<file path="src/rtl/wavegen_pkg.sv">
// rtl/wavegen_pkg.sv - shared types and field positions for the wave generator run sequencer
//
// Holds the per-channel sequencer state encoding, the run-word bit positions
// and the half-word field positions used to split the A/B register words.
package wavegen_pkg;

    typedef enum logic [1:0] {
        IDLE  = 2'd0,
        START = 2'd1,
        RUN   = 2'd2,
        DONE  = 2'd3
    } seq_state_e;

    localparam int RUN_A_BIT = 0;
    localparam int RUN_B_BIT = 1;

    localparam int HALF_W    = 16;
    localparam int CH_A_LSB  = 0;
    localparam int CH_B_LSB  = 16;

endpackage

</file>
<file path="src/rtl/wavegen_chan_seq.sv">
// rtl/wavegen_chan_seq.sv - one channel's run FSM, period counter and shadow registers
//
// Configuration macro: WAVEGEN_CYCLE_CNT_EN
//   defined   : period counting, DONE state, done/rem outputs active
//   undefined : cycles ignored, channel runs continuously, done/rem tied to 0
//
// Ports:
//   clk, rst        clock, asynchronous active-high reset
//   run             channel run bit
//   cycles          programmed period count (0 = continuous)
//   frq/ofst/ampl/dcyc   live register fields for this channel
//   wrap            one-cycle phase-wrap pulse from the datapath
//   en, clr, done   accumulator enable, phase-clear pulse, finished flag
//   rem             periods remaining
//   frq_s/ofst_s/ampl_s/dcyc_s   shadowed fields seen by the datapath
module wavegen_chan_seq
    import wavegen_pkg::*;
#(
    parameter int CNT_W = 16
) (
    input  logic                clk,
    input  logic                rst,
    input  logic                run,
    input  logic [CNT_W-1:0]    cycles,
    input  logic [31:0]         frq,
    input  logic [HALF_W-1:0]   ofst,
    input  logic [HALF_W-1:0]   ampl,
    input  logic [HALF_W-1:0]   dcyc,
    input  logic                wrap,
    output logic                en,
    output logic                clr,
    output logic                done,
    output logic [CNT_W-1:0]    rem,
    output logic [31:0]         frq_s,
    output logic [HALF_W-1:0]   ofst_s,
    output logic [HALF_W-1:0]   ampl_s,
    output logic [HALF_W-1:0]   dcyc_s
);

    seq_state_e          state_q, state_d;
    logic [31:0]         frq_q, frq_d;
    logic [HALF_W-1:0]   ofst_q, ofst_d;
    logic [HALF_W-1:0]   ampl_q, ampl_d;
    logic [HALF_W-1:0]   dcyc_q, dcyc_d;

`ifdef WAVEGEN_CYCLE_CNT_EN
    logic [CNT_W-1:0]    rem_q, rem_d;
`else
    logic                unused_cycles;
    assign unused_cycles = ^cycles;
`endif

    always_comb begin
        state_d = state_q;
        frq_d   = frq_q;
        ofst_d  = ofst_q;
        ampl_d  = ampl_q;
        dcyc_d  = dcyc_q;
`ifdef WAVEGEN_CYCLE_CNT_EN
        rem_d   = rem_q;
`endif
        // A low run bit wins over everything, including a wrap in the same cycle.
        if (!run) begin
            state_d = IDLE;
        end else begin
            case (state_q)
                IDLE: state_d = START;
                START: begin
                    state_d = RUN;
                    frq_d   = frq;
                    ofst_d  = ofst;
                    ampl_d  = ampl;
                    dcyc_d  = dcyc;
`ifdef WAVEGEN_CYCLE_CNT_EN
                    rem_d   = cycles;
`endif
                end
                RUN: begin
                    if (wrap) begin
`ifdef WAVEGEN_CYCLE_CNT_EN
                        if (rem_q == CNT_W'(1)) begin
                            // Final period: no shadow reload, the channel stops here.
                            state_d = DONE;
                            rem_d   = '0;
                        end else begin
                            if (rem_q != '0) begin
                                rem_d = rem_q - CNT_W'(1);
                            end
                            frq_d  = frq;
                            ofst_d = ofst;
                            ampl_d = ampl;
                            dcyc_d = dcyc;
                        end
`else
                        frq_d  = frq;
                        ofst_d = ofst;
                        ampl_d = ampl;
                        dcyc_d = dcyc;
`endif
                    end
                end
                // DONE holds until run drops; there is no auto-restart.
                default: state_d = state_q;
            endcase
        end
    end

    always_ff @(posedge clk or posedge rst) begin
        if (rst) begin
            state_q <= IDLE;
            frq_q   <= '0;
            ofst_q  <= '0;
            ampl_q  <= '0;
            dcyc_q  <= '0;
`ifdef WAVEGEN_CYCLE_CNT_EN
            rem_q   <= '0;
`endif
        end else begin
            state_q <= state_d;
            frq_q   <= frq_d;
            ofst_q  <= ofst_d;
            ampl_q  <= ampl_d;
            dcyc_q  <= dcyc_d;
`ifdef WAVEGEN_CYCLE_CNT_EN
            rem_q   <= rem_d;
`endif
        end
    end

    // Control outputs are Moore-decoded from the registered state.
    assign en     = (state_q == RUN);
    assign clr    = (state_q == START);
    assign frq_s  = frq_q;
    assign ofst_s = ofst_q;
    assign ampl_s = ampl_q;
    assign dcyc_s = dcyc_q;

`ifdef WAVEGEN_CYCLE_CNT_EN
    assign done = (state_q == DONE);
    assign rem  = rem_q;
`else
    assign done = 1'b0;
    assign rem  = '0;
`endif

endmodule

</file>
<file path="src/rtl/wavegen_seq_ctrl.sv">
// rtl/wavegen_seq_ctrl.sv - two-channel run sequencer between register block and DDS datapath
//
// Configuration macro: WAVEGEN_CYCLE_CNT_EN (see wavegen_chan_seq).
// CNT_W must be <= 16: each channel owns one half of the cycles word.
//
// Ports:
//   S_AXI_ACLK, S_AXI_ARESET      clock, asynchronous active-high reset
//   runn_W_I                      bit0 runs A, bit1 runs B
//   cycl_W_I                      [15:0] A count, [31:16] B count
//   frqA_W_I, frqB_W_I            live phase increments
//   ofst_W_I, ampl_W_I, dCyc_W_I  live A/B half-word fields
//   wrap_A_I, wrap_B_I            phase-wrap pulses
//   en_*_O, clr_*_O               accumulator enable, phase-clear pulse
//   frq*_S_O, ofst/ampl/dCyc_S_O  shadowed parameters
//   done_O                        bit0 A finished, bit1 B finished
//   remA_O, remB_O                periods remaining
module wavegen_seq_ctrl
    import wavegen_pkg::*;
#(
    parameter int CNT_W = 16
) (
    input  logic               S_AXI_ACLK,
    input  logic               S_AXI_ARESET,
    input  logic [31:0]        runn_W_I,
    input  logic [31:0]        cycl_W_I,
    input  logic [31:0]        frqA_W_I,
    input  logic [31:0]        frqB_W_I,
    input  logic [31:0]        ofst_W_I,
    input  logic [31:0]        ampl_W_I,
    input  logic [31:0]        dCyc_W_I,
    input  logic               wrap_A_I,
    input  logic               wrap_B_I,
    output logic               en_A_O,
    output logic               en_B_O,
    output logic               clr_A_O,
    output logic               clr_B_O,
    output logic [31:0]        frqA_S_O,
    output logic [31:0]        frqB_S_O,
    output logic [31:0]        ofst_S_O,
    output logic [31:0]        ampl_S_O,
    output logic [31:0]        dCyc_S_O,
    output logic [1:0]         done_O,
    output logic [CNT_W-1:0]   remA_O,
    output logic [CNT_W-1:0]   remB_O
);

    // Upper run bits and any cycle-count bits above CNT_W carry no meaning here.
    logic unused_inputs;
    assign unused_inputs = ^{runn_W_I, cycl_W_I};

    logic done_a, done_b;

    wavegen_chan_seq #(.CNT_W(CNT_W)) u_chan_a (
        .clk    (S_AXI_ACLK),
        .rst    (S_AXI_ARESET),
        .run    (runn_W_I[RUN_A_BIT]),
        .cycles (cycl_W_I[CH_A_LSB +: CNT_W]),
        .frq    (frqA_W_I),
        .ofst   (ofst_W_I[CH_A_LSB +: HALF_W]),
        .ampl   (ampl_W_I[CH_A_LSB +: HALF_W]),
        .dcyc   (dCyc_W_I[CH_A_LSB +: HALF_W]),
        .wrap   (wrap_A_I),
        .en     (en_A_O),
        .clr    (clr_A_O),
        .done   (done_a),
        .rem    (remA_O),
        .frq_s  (frqA_S_O),
        .ofst_s (ofst_S_O[CH_A_LSB +: HALF_W]),
        .ampl_s (ampl_S_O[CH_A_LSB +: HALF_W]),
        .dcyc_s (dCyc_S_O[CH_A_LSB +: HALF_W])
    );

    wavegen_chan_seq #(.CNT_W(CNT_W)) u_chan_b (
        .clk    (S_AXI_ACLK),
        .rst    (S_AXI_ARESET),
        .run    (runn_W_I[RUN_B_BIT]),
        .cycles (cycl_W_I[CH_B_LSB +: CNT_W]),
        .frq    (frqB_W_I),
        .ofst   (ofst_W_I[CH_B_LSB +: HALF_W]),
        .ampl   (ampl_W_I[CH_B_LSB +: HALF_W]),
        .dcyc   (dCyc_W_I[CH_B_LSB +: HALF_W]),
        .wrap   (wrap_B_I),
        .en     (en_B_O),
        .clr    (clr_B_O),
        .done   (done_b),
        .rem    (remB_O),
        .frq_s  (frqB_S_O),
        .ofst_s (ofst_S_O[CH_B_LSB +: HALF_W]),
        .ampl_s (ampl_S_O[CH_B_LSB +: HALF_W]),
        .dcyc_s (dCyc_S_O[CH_B_LSB +: HALF_W])
    );

    assign done_O = {done_b, done_a};

endmodule

</file>
<file path="config.mk">
export PLATFORM = sky130hd
export DESIGN_NAME = wavegen_seq_ctrl
export DESIGN_NICKNAME = d
export VERILOG_FILES = /design/src/rtl/wavegen_pkg.sv /design/src/rtl/wavegen_chan_seq.sv /design/src/rtl/wavegen_seq_ctrl.sv
export SDC_FILE = /design/constraint.sdc
export NUM_CORES = 1
export LEC_CHECK = 0
export ABC_AREA = 1
export ABC_CLOCK_PERIOD_IN_PS = 5100
export BUFFER_PORTS_ARGS = -buffer_cell sky130_fd_sc_hd__buf_4
export CORE_AREA = 2 2 165 167
export CTS_CLUSTER_DIAMETER = 150
export CTS_CLUSTER_SIZE = 30
export DETAILED_ROUTE_END_ITERATION = 6
export DIE_AREA = 0 0 167 169
export PLACE_DENSITY = 0.63
export SLEW_MARGIN = 10
export SYNTH_ARGS = -nofsm -noshare
export SYNTH_HDL_FRONTEND = slang
export SYNTH_SLANG_ARGS = --single-unit
export TNS_END_PERCENT = 1
</file>
<file path="constraint.sdc">
create_clock -name S_AXI_ACLK -period 5.1 [get_ports S_AXI_ACLK]
set_input_delay 1.02 -clock S_AXI_ACLK [delete_from_list [all_inputs] [get_ports S_AXI_ACLK]]
set_output_delay 1.02 -clock S_AXI_ACLK [all_outputs]
set_load 0.02 [all_outputs]
</file>
After elaboration in Yosys (flattened, before gate mapping)
Index checks and enable logic that the tools add are counted.
{"block": "classes", "n_eq_ne": 8, "mux": 20, "reduce_logical": 6}
{"op": "16-bit one-hot mux with 2 select lines", "n": 6}
{"op": "32-bit one-hot mux with 2 select lines", "n": 2}
{"op": "16-bit 2-to-1 mux", "n": 6}
{"op": "32-bit 2-to-1 mux", "n": 2}
{"op": "2-bit one-hot mux with 2 select lines", "n": 2}
{"op": "3-bit by 1-bit != test with 1-bit output (second input constant)", "n": 2}
{"op": "3-bit AND reduction", "n": 2}
{"op": "2-bit by 1-bit equality test with 1-bit output (second input constant)", "n": 2}
{"op": "2-bit equality test (second input constant)", "n": 2}
{"op": "2-bit zero test", "n": 2}
{"op": "2-bit 2-to-1 mux", "n": 2}
{"op": "2-bit != test (second input constant)", "n": 2}
{"op": "2-bit nonzero test", "n": 2}
{"block": "word_totals", "reg_bits": 164, "in_bits": 228, "output_inout_bits": 198, "elab_cells": 44}

Depth between registers and ports, before layout
Gate-level depths: netlist of run 1.
{"block": "depth", "word_depth": 3, "depth_mapped": 7, "mapped_depth_nobuf": 6}

By module
Synthesis of run 1 repeated with hierarchy kept, for this count alone.
{"block": "hier_totals", "cells_unflattened": 756, "hier_area_um2": 6761.5}
{"module": "wavegen_chan_seq", "instances": 2, "cells_per_inst": 377, "area_each_um2": 3373.2, "seq_area_each_um2": 2052.0}
{"module": "wavegen_seq_ctrl", "instances": 1, "cells_per_inst": 2, "area_each_um2": 15.0, "seq_area_each_um2": 0.0}

Worst setup path before layout of run 1
No wires, ideal clock.
{"block": "synth_path", "path_type": "reg-to-output", "from": "register u_chan_a.state_q[0]", "to": "output en_A_O", "t_arrival_ps": 728, "t_required_ps": 4080, "slack_ps": 3352, "path_stages_with_launch": 2, "path_buffers": 0, "cell_sequence": "dfrtp_1 nor2_1"}
{"block": "synth_via", "elab_chain_len": 1}
{"element": "from (decl)", "line": "wavegen_chan_seq.sv:40", "text": "seq_state_e state_q, state_d;"}
{"element": "from (signal assigned)", "line": "wavegen_chan_seq.sv:119", "text": "state_q <= state_d;"}
{"element": "2-bit equality test", "line": "wavegen_chan_seq.sv:131", "text": "assign en = (state_q == RUN);"}
{"element": "to (decl)", "line": "wavegen_seq_ctrl.sv:33", "text": "output logic en_A_O,"}
Every way passes these cells.

Worst setup path in the final report of run 1
{"block": "layout_path", "from": "register u_chan_a.state_q[1]", "to": "output clr_A_O"}
{"block": "layout_via", "elab_chain_len": 1}
{"element": "2-bit by 1-bit equality test with 1-bit output", "line": "wavegen_chan_seq.sv:132", "text": "assign clr = (state_q == START);"}
{"element": "to (decl)", "line": "wavegen_seq_ctrl.sv:35", "text": "output logic clr_A_O,"}
Every way passes these cells.

==> results of run 1 <==
worst max-delay path by stage:
stage                     cells past startpoint                            start  slack (ns)                               to
final                                         4  u_chan_a.state_q[1]$_DFFE_PP0P_        2.81                          clr_A_O
after CTS                                     4  u_chan_a.state_q[1]$_DFFE_PP0P_        2.78                          clr_A_O
after global routing                          4  u_chan_a.state_q[1]$_DFFE_PP0P_        2.72                          clr_A_O
after global placement                        7                         wrap_A_I        2.58   u_chan_a.dcyc_s[2]$_DFFE_PP0P_
after detailed placement                      7                         wrap_A_I        2.57  u_chan_a.dcyc_s[13]$_DFFE_PP0P_
after floorplan                               1                     S_AXI_ARESET        2.00   u_chan_a.ampl_s[0]$_DFFE_PP0P_
critical path: stages (launching register included):
cell and delay, ns:
dfrtp_1 0.39, inv_1 0.11, nand2_2 0.08, inv_1 0.11
buf_4 0.16
Yosys cell counts:
cell type / number / share of area
conb_1: 1 / 0.00044
inv_1: 7 / 0.0031
nand2_8: 2 / 0.0047
buf_6: 1 / 0.0013
buf_4: 35 / 0.031
nor3_1: 2 / 0.0012
nand2_4: 162 / 0.21
clkbuf_1: 16 / 0.0070
a21oi_1: 2 / 0.0012
inv_2: 2 / 0.00087
dfrtp_1: 164 / 0.48
nor2_1: 2 / 0.00087
buf_2: 16 / 0.0093
buf_12: 16 / 0.037
nand3_2: 2 / 0.0023
nand2_2: 162 / 0.12
nand3_1: 160 / 0.093
cell families (layout without fill, tap and decap cells):
family	Yosys count	after routing	share of synthesized area
simple gates	492	492	0.432
compound gates	2	2	0.00116
other cells	1	36	0.000436
flops	164	164	0.477
buf+inv	93	382	0.0893
metal layers:
layer  wire (um)  up-vias  track usage
met5           0        -            0
met4         480        0       0.0555
met3        1140       28       0.0355
met2       11300      196        0.261
met1        9420     2985        0.200
li1            -     2954            -
power breakdown:
| part | switching, mW | leakage [nW] | internal [mW] |
|---|---|---|---|
| Clock | 0.571 | 0.259 | 0.683 |
| Combinational | 1.27 | 3.59 | 1.03 |
| Sequential | 0.433 | 2.04 | 1.70 |
through the flow:
| step | hold WS [ns] | power, mW | cell area [um^2] | setup slack (ns) | utilization |
|---|---|---|---|---|---|
| global route | 0.526 | 6.00 | 11600 | 2.72 | 0.436 |
| global placement | 0.496 | 4.46 | 11000 | 2.58 | 0.415 |
| finish | 0.509 | 5.70 | 11600 | 2.81 | 0.436 |
| detailed placement | 0.497 | 4.50 | 11000 | 2.57 | 0.415 |
| floorplan | 0.542 | 3.60 | 8730 | 2.00 | - |
| CTS | 0.514 | 5.79 | 11600 | 2.78 | 0.436 |
state kept, by name, summed over array words and instances (netlist names):
name              count
u_chan_b.ofst_s      16
u_chan_b.ampl_s      16
u_chan_a.ofst_s      16
u_chan_b.dcyc_s      16
u_chan_a.state_q      2
u_chan_b.state_q      2
u_chan_a.frq_s       32
u_chan_b.frq_s       32
u_chan_a.dcyc_s      16
u_chan_a.ampl_s      16
cells in the final DEF, fill, tap and decap left out, drive strengths merged:
| master | instances |
|---|---|
| nor3 | 2 |
| buf | 341 |
| diode | 2 |
| nand3 | 162 |
| inv | 13 |
| clkinvlp | 5 |
| nor2 | 2 |
| conb | 34 |
| clkbuf | 20 |
| nand2 | 326 |
| clkinv | 2 |
| bufinv | 1 |
| dfrtp | 164 |
| a21oi | 2 |
area by class of cell:
| class | count | area (um^2) | area share |
|---|---|---|---|
| antenna | 2 | 5.00 | 0.000433 |
| clock buffer | 20 | 437 | 0.0378 |
| clock inverter | 12 | 121 | 0.0105 |
| inverter | 9 | 37.5 | 0.00325 |
| multi-input combinational | 528 | 3850 | 0.333 |
| sequential | 164 | 4100 | 0.355 |
| tap | 341 | 427 | 0.0369 |
| timing repair buffer | 341 | 2570 | 0.223 |
==> impl_metrics.csv, run 1 <==
group,metric,value,unit
outcome,outcome,"completed",
clock_network,post_cts_resized,0,
power,vdd_drop_max,0.208,mV
sta,hold_viol,0,
sta,drv_slew,0,
drt,avgRoutedWirePerCell,15.7,um
synth,ys_types,17,
synth,syn_avg_cell_area,11.4,um^2
setup_path,required,4.08,ns
place,routabilityCongestion,0.761,
setup_path,end_kind,"output port",
floorplanning,pin_count,426,
synth,synth.yosys.seq_area_share,0.477,
sta,fin_worst_skew,0.0140,ns
setup_path,crit_fanout,3,
cells_and_area,fillerInstances,2587,
setup_path,reg2reg_depth,6,
sta,max_slew.worst_pin.slew,0.938,ns
sta,rsz0062_at_grt,"no",
synth,syn_area,0.00860,mm^2
synth,ys_ff_latch,164,
clock_network,cts_htree_levels,4,
drt,vias,6163,
global_routing,grt_overflow,0,
clock_network,cts_buffers,17,
floorplanning,die_w,167,um
floorplanning,die_h,169,um
setup_path,worstReg2RegStart,"u_chan_a.state_q[1]$_DFFE_PP0P_",
worst_hold_path,hold_depth,2,
global_routing,grt_first_pass_wirelength,35100,um
cells_and_area,nNetsFinal,1289,
worst_hold_path,hold_end,"u_chan_a.dcyc_s[10]$_DFFE_PP0P_",
global_routing,grt_max_degree,82,
clock_network,post-cts-setup-buffers,0,
place,dp_hpwl,15400,um
floorplanning,rows,60,
setup_path,path_class,"reg -> out",
synth,synth-warning-count,0,
worst_hold_path,hp-start,"u_chan_a.dcyc_s[10]$_DFFE_PP0P_",
clock_network,ctsHoldBuffers,0,
setup_path,crit_path_start_kind,"flop",
drt,drt-initial-drc-count,428,
sta,period_needed,2.29,ns
floorplanning,die_area,0.0282,mm^2
cells_and_area,area_growth,34.4,%
cells_and_area,fin_cells,1417,
synth,synthCells,752,
drt,postRouteAntennaNets,0,
drt,viasPerCell,4.35,
power,p_per_area,493,mW/mm^2
cells_and_area,drive_gt1_frac,0.653,
drt,first_pass_iters,4,
setup_path,timing.rr.end,"u_chan_a.ampl_s[9]$_DFFE_PP0P_",
drt,totalWireLength,22300,um
run,drv_cap,0,
floorplanning,start_util,0.325,
drt,drc_errors,0,
clock_network,root_buffer,"clkbuf_16",
global_routing,antenna_found_initial,2,
place,dp_cells,1383,
sta,max_freq,0.437,GHz
clock_network,max-clock-path-buffers,2,
setup_path,r2r_setup_slack,3.26,ns
sta,fin_setup_tns,0,ns
floorplanning,coreArea,0.0265,mm^2
place,portBuffers,329,
setup_path,arrival,1.27,ns
clock_network,clk_pin_slew,0.06,ns
clock_network,cts_sinks,164,
clock_network,clk_latency,0.42,ns
global_routing,track_usage,0.156,
sta,post-route-period-util,0.449,
clock_network,cts_tree,"built",
global_routing,grt_pass1_vias,6225,
sta,setup_viol,0,
worst_hold_path,worst_hold_path_type,"reg -> reg",
sta,maxSlewHeadroom,0.375,
power,p_leak,5.88,nW
Note: power is estimated with default switching activity, not from simulation.
==> inputs of run 2 (changes only) <==
- ABC_CLOCK_PERIOD_IN_PS: 5100 -> 2000
- clock period: 5.1 -> 2 ns (I/O delays scaled with it)
==> impl_metrics.csv, run 2 (synthesis results as in run 1) <==
group,metric,value,unit
outcome,outcome,"completed",
place,portBuffers,329,
cells_and_area,register_area,0.00410,mm^2
power,switchingPower,5.87,mW
cells_and_area,final_cell_mix,"buf_4 (337), dfrtp_1 (164), nand2_2 (162), nand2_4 (162), nand3_1 (160)",
sta,max_freq,0.602,GHz
clock_network,post-cts-setup-buffers,0,
clock_network,max-clock-path-buffers,2,
sta,fin_worst_skew,0.0128,ns
setup_path,arrival,1.26,ns
cells_and_area,drive_gt1_frac,0.658,
place,dp_hpwl,15800,um
clock_network,cts_buffers,17,
clock_network,post_cts_resized,0,
setup_path,end_kind,"output port",
place,dp_slack,0.391,ns
cells_and_area,postLayoutCellArea,0.0119,mm^2
power,swShare,0.397,
floorplanning,start_util,0.325,
global_routing,grt_pass1_vias,6162,
power,p_per_area,1250,mW/mm^2
cells_and_area,fillerInstances,2535,
run,drv_cap,0,
drt,drc_errors,0,
cells_and_area,diodes,0,
power,p_leak,6.05,nW
power,vdd_drop_max,0.559,mV
drt,vias,6160,
drt,postRouteAntennaNets,0,
clock_network,clk_pin_slew,0.08,ns
drt,first_pass_iters,4,
cells_and_area,multi_input_area,0.00385,mm^2
worst_hold_path,worst_hold_path_type,"in -> reg",
sta,fin_ws,0.340,ns
sta,hold_viol,0,
power,seqPwrFrac,0.370,
floorplanning,die_w,167,um
floorplanning,pin_count,426,
global_routing,grt_max_degree,82,
cells_and_area,area_growth,37.8,%
clock_network,root_buffer,"clkbuf_16",
setup_path,crit_fanout,3,
floorplanning,coreArea,0.0265,mm^2
drt,avgRoutedWirePerCell,15.4,um
global_routing,antenna_found_initial,0,
global_routing,grt_overflow,0,
sta,setup_viol,0,
drt,drt-initial-drc-count,372,
sta,post-route-period-util,0.830,
clock_network,cts_tree,"built",
power,combPwrFrac,0.404,
drt,viasPerCell,4.32,
drt,totalWireLength,22000,um
sta,drv_slew,0,
setup_path,crit_path_start_kind,"flop",
cells_and_area,nNetsFinal,1301,
place,dpl-instance-area,0.0113,mm^2
worst_hold_path,hp-start,"frqA_W_I[4]",
setup_path,crit_buf_inv,3,
setup_path,crit_family,"flip-flops",
setup_path,crit_top_cell,"inv_1",
place,routabilityCongestion,0.770,
setup_path,required,1.60,ns
power,p_int,8.89,mW
setup_path,crit_chain,"inv_1 -> nand2_2 -> inv_1 -> buf_4",
clock_network,cts_sinks,164,
global_routing,track_usage,0.155,
setup_path,path_class,"reg -> out",
floorplanning,die_area,0.0282,mm^2
setup_path,critPathLaunch,"u_chan_a.state_q[1]$_DFFE_PP0P_",
sta,max_slew.worst_pin.slew,0.612,ns
sta,maxSlewHeadroom,0.592,
floorplanning,rows,60,
floorplanning,die_h,169,um
global_routing,grt_first_pass_wirelength,35000,um
clock_network,cts_htree_levels,4,
cells_and_area,final_common_cell,"buf_4",
sta,rsz0062_at_grt,"no",
clock_network,clk_latency,0.42,ns
setup_path,worstReg2RegStart,"u_chan_a.state_q[1]$_DFFE_PP0P_",
power,pwr-share-clk,0.226,
setup_path,critPathSlowestCell,"dfrtp_1",
sta,period_needed,1.66,ns
setup_path,max_stage_delay,0.39,ns
## run 2: final timing paths
| kind | end | slack [ns] | cells after the start |
|---|---|---|---|
| worst min-delay path | u_chan_a.frq_s[4]$_DFFE_PP0P_ | 0.22 | 3 |
| max in group asynchronous | u_chan_b.frq_s[3]$_DFFE_PP0P_ | 0.83 | 4 |
| min in group asynchronous | u_chan_b.ampl_s[0]$_DFFE_PP0P_ | 0.51 | 3 |
| worst max register to register | u_chan_a.dcyc_s[10]$_DFFE_PP0P_ | 0.40 | 6 |
| worst max-delay path | clr_A_O | 0.34 | 4 |
| worst min register to register | u_chan_a.frq_s[24]$_DFFE_PP0P_ | 0.51 | 2 |
## run 2: area by class of cell
class                   count  area share
flip-flops and latches    164       0.346
multi-input cells         528       0.325
repair buffers            353       0.240
clock buffers              19      0.0382
well taps                 341      0.0360
clock inverters            13      0.0117
inverters                   9     0.00317
## run 2: layer usage
metal / wire length, um / GRT usage / part of all wire
met1: 9250 / 0.201 / 0.42
met2: 11300 / 0.260 / 0.52
met3: 980 / 0.0290 / 0.045
met4: 442 / 0.0540 / 0.020
met5: 0 / 0 / 0
## run 2: power groups by stage
stage | clock (mW) | sequential, mW | combinational (mW)
floorplan | 0 | 6.73 | 2.46
global placement | 0 | 5.48 | 6.00
detailed placement | 0 | 5.51 | 6.07
CTS | 3.45 | 5.48 | 6.06
global route | 3.58 | 5.61 | 6.37
finish | 3.34 | 5.46 | 5.96
## run 2: metrics by stage
step	util	setup TNS (ns)	power [mW]	hold WS, ns	instances
floorplan	-	-79.51	9.19	0.542	785
global placement	0.425	0	11.5	0.395	1394
detailed placement	0.425	0	11.6	0.398	1394
CTS	0.447	0	15.0	0.196	1427
global route	0.447	0	15.6	0.207	1427
finish	0.447	0	14.8	0.219	1427
## run 2: timing repair
action | CTS | global route
endpoints found under the setup margin | 0 | 0
hold buffers | 1 | 0
hold endpoints to repair | 8 | 0
## run 2: worst reg2reg max path: stages (launching register included)
cell	delay [ns]
dfrtp_1	0.39
inv_1	0.10
nand2_2	0.08
nand2_4	0.11
buf_4	0.51
nand3_1	0.22
nand2_2	0.12
==> inputs of run 3 (changes only) <==
- ABC_CLOCK_PERIOD_IN_PS: 2000 -> 1530
- PLACE_DENSITY: 0.63 -> 0.61
- clock period: 2 -> 1.53 ns (I/O delays scaled with it)
==> impl_metrics.csv, run 3 (synthesis results as in run 1) <==
group,metric,value,unit
sta,rsz0062_at_grt,"yes",
sta,hold_ws,0.123,ns
global_routing,grt_overflow,0,
sta,max_freq,0.667,GHz
setup_path,reg2reg_depth,6,
worst_hold_path,hold_depth,3,
clock_network,cts_sinks,164,
global_routing,grt_max_degree,65,
worst_hold_path,worst_hold_path_type,"in -> reg",
clock_network,clk_pin_slew,0.07,ns
drt,avgRoutedWirePerCell,15.2,um
global_routing,antenna_found_initial,1,
floorplanning,die_h,169,um
floorplanning,coreArea,0.0265,mm^2
sta,hold_viol,0,
clock_network,max-clock-path-buffers,2,
global_routing,use_met1,0.197,
drt,drc_errors,0,
power,p_leak,6.05,nW
cells_and_area,nNetsFinal,1308,
setup_path,crit_chain,"nor2_1 -> buf_4",
floorplanning,rows,60,
sta,period_needed,1.50,ns
cells_and_area,final_cell_mix,"buf_4 (342), dfrtp_1 (164), nand2_2 (162), nand2_4 (162), nand3_1 (160)",
cells_and_area,final_common_cell,"buf_4",
floorplanning,pin_count,426,
place,portBuffers,329,
clock_network,cts_buffers,17,
global_routing,use_met3,0.0309,
global_routing,met2_usage,0.256,
setup_path,crit_path_start_kind,"flop",
clock_network,clk_latency,0.42,ns
place,dp_hpwl,15700,um
drt,totalWireLength,21800,um
global_routing,track_usage,0.153,
floorplanning,die_w,167,um
setup_path,max_stage_delay,0.41,ns
global_routing,grt_pass1_vias,6363,
floorplanning,start_util,0.325,
clock_network,cts_tree,"built",
drt,drt-initial-drc-count,337,
cells_and_area,fin_cells,1434,
setup_path,path_class,"reg -> out",
place,dp_cells,1400,
outcome,outcome,"completed",
cells_and_area,area_growth,38.2,%
power,p_per_area,1610,mW/mm^2
floorplanning,die_area,0.0282,mm^2
setup_path,arrival,1.19,ns
global_routing,grt_first_pass_wirelength,34700,um
drt,postRouteAntennaNets,0,
sta,fin_worst_skew,0.0118,ns
run,drv_cap,0,
place,routabilityCongestion,0.771,
sta,post-route-period-util,0.980,
drt,vias,6207,
setup_path,end_kind,"output port",
setup_path,critPathSlowestCell,"dfrtp_1",
drt,first_pass_iters,4,
cells_and_area,drive_gt1_frac,0.663,
setup_path,crit_fanout,3,
global_routing,busiest_layer,"met2",
sta,setup_viol,0,
setup_path,required,1.22,ns
clock_network,root_buffer,"clkbuf_16",
power,vdd_drop_max,0.684,mV
clock_network,cts_htree_levels,4,
drt,viasPerCell,4.33,
sta,drv_slew,0,
run 3: timing repair:
| item | in CTS | in global routing |
|---|---|---|
| endpoints found under the setup margin | 3 | 3 |
| pin swaps | 0 | 0 |
| setup buffers | 1 | 0 |
| gates resized for setup | 3 | 3 |
| hold endpoints to repair | 4 | 0 |
| hold buffers | 1 | 0 |
run 3: critical path: cells and delay by family (launching register included):
kind | cells | cell delay [ns]
buf+inv | 1 | 0.18
flops | 1 | 0.41
simple gates | 1 | 0.18
run 3: layer usage:
| layer | part of all wire | vias up |
|---|---|---|
| li1 | - | 2998 |
| met1 | 0.41 | 2969 |
| met2 | 0.51 | 212 |
| met3 | 0.053 | 28 |
| met4 | 0.022 | 0 |
| met5 | 0 | - |
run 3: path summary, 6_finish.rpt:
check | from | end | slack, ns
min reg2reg | u_chan_a.frq_s[28]$_DFFE_PP0P_ | u_chan_a.frq_s[28]$_DFFE_PP0P_ | 0.51
min | ampl_W_I[0] | u_chan_a.ampl_s[0]$_DFFE_PP0P_ | 0.12
min in group asynchronous | S_AXI_ARESET | u_chan_a.dcyc_s[6]$_DFFE_PP0P_ | 0.36
max | u_chan_b.state_q[0]$_DFFE_PP0P_ | en_B_O | 0.03
max in group asynchronous | S_AXI_ARESET | u_chan_a.frq_s[11]$_DFFE_PP0P_ | 0.55
max reg2reg | u_chan_a.state_q[1]$_DFFE_PP0P_ | u_chan_a.frq_s[20]$_DFFE_PP0P_ | 0.12
run 3: report_power, final:
part | internal (mW) | switching, mW
Combinational | 3.57 | 4.23
Sequential | 5.68 | 1.45
Clock | 2.31 | 1.92
run 3: cell type report:
type / instances / area [um^2]
Inverter: 9 / 37.5
Clock inverter: 12 / 124
Tap cell: 341 / 427
Antenna cell: 1 / 2.50
Timing Repair Buffer: 360 / 2900
Clock buffer: 19 / 443
Sequential cell: 164 / 4100
Fill cell: 2548 / 14600
Multi-Input combinational cell: 528 / 3850
run 3: stage by stage:
step / setup TNS, ns / power, mW / setup WS [ns] / instance area (um^2) / utilization
2_1_floorplan: -141.17 / 12.0 / -0.861 / 8730 / -
3_3_place_gp: 0 / 15.0 / 0.182 / 11300 / 0.426
3_5_place_dp: 0 / 15.1 / 0.138 / 11300 / 0.426
4_1_cts: -0.000547 / 19.5 / -0.000547 / 11900 / 0.448
5_1_grt: -0.0448 / 20.2 / -0.0448 / 11900 / 0.449
6_report: 0 / 19.2 / 0.0306 / 11900 / 0.449
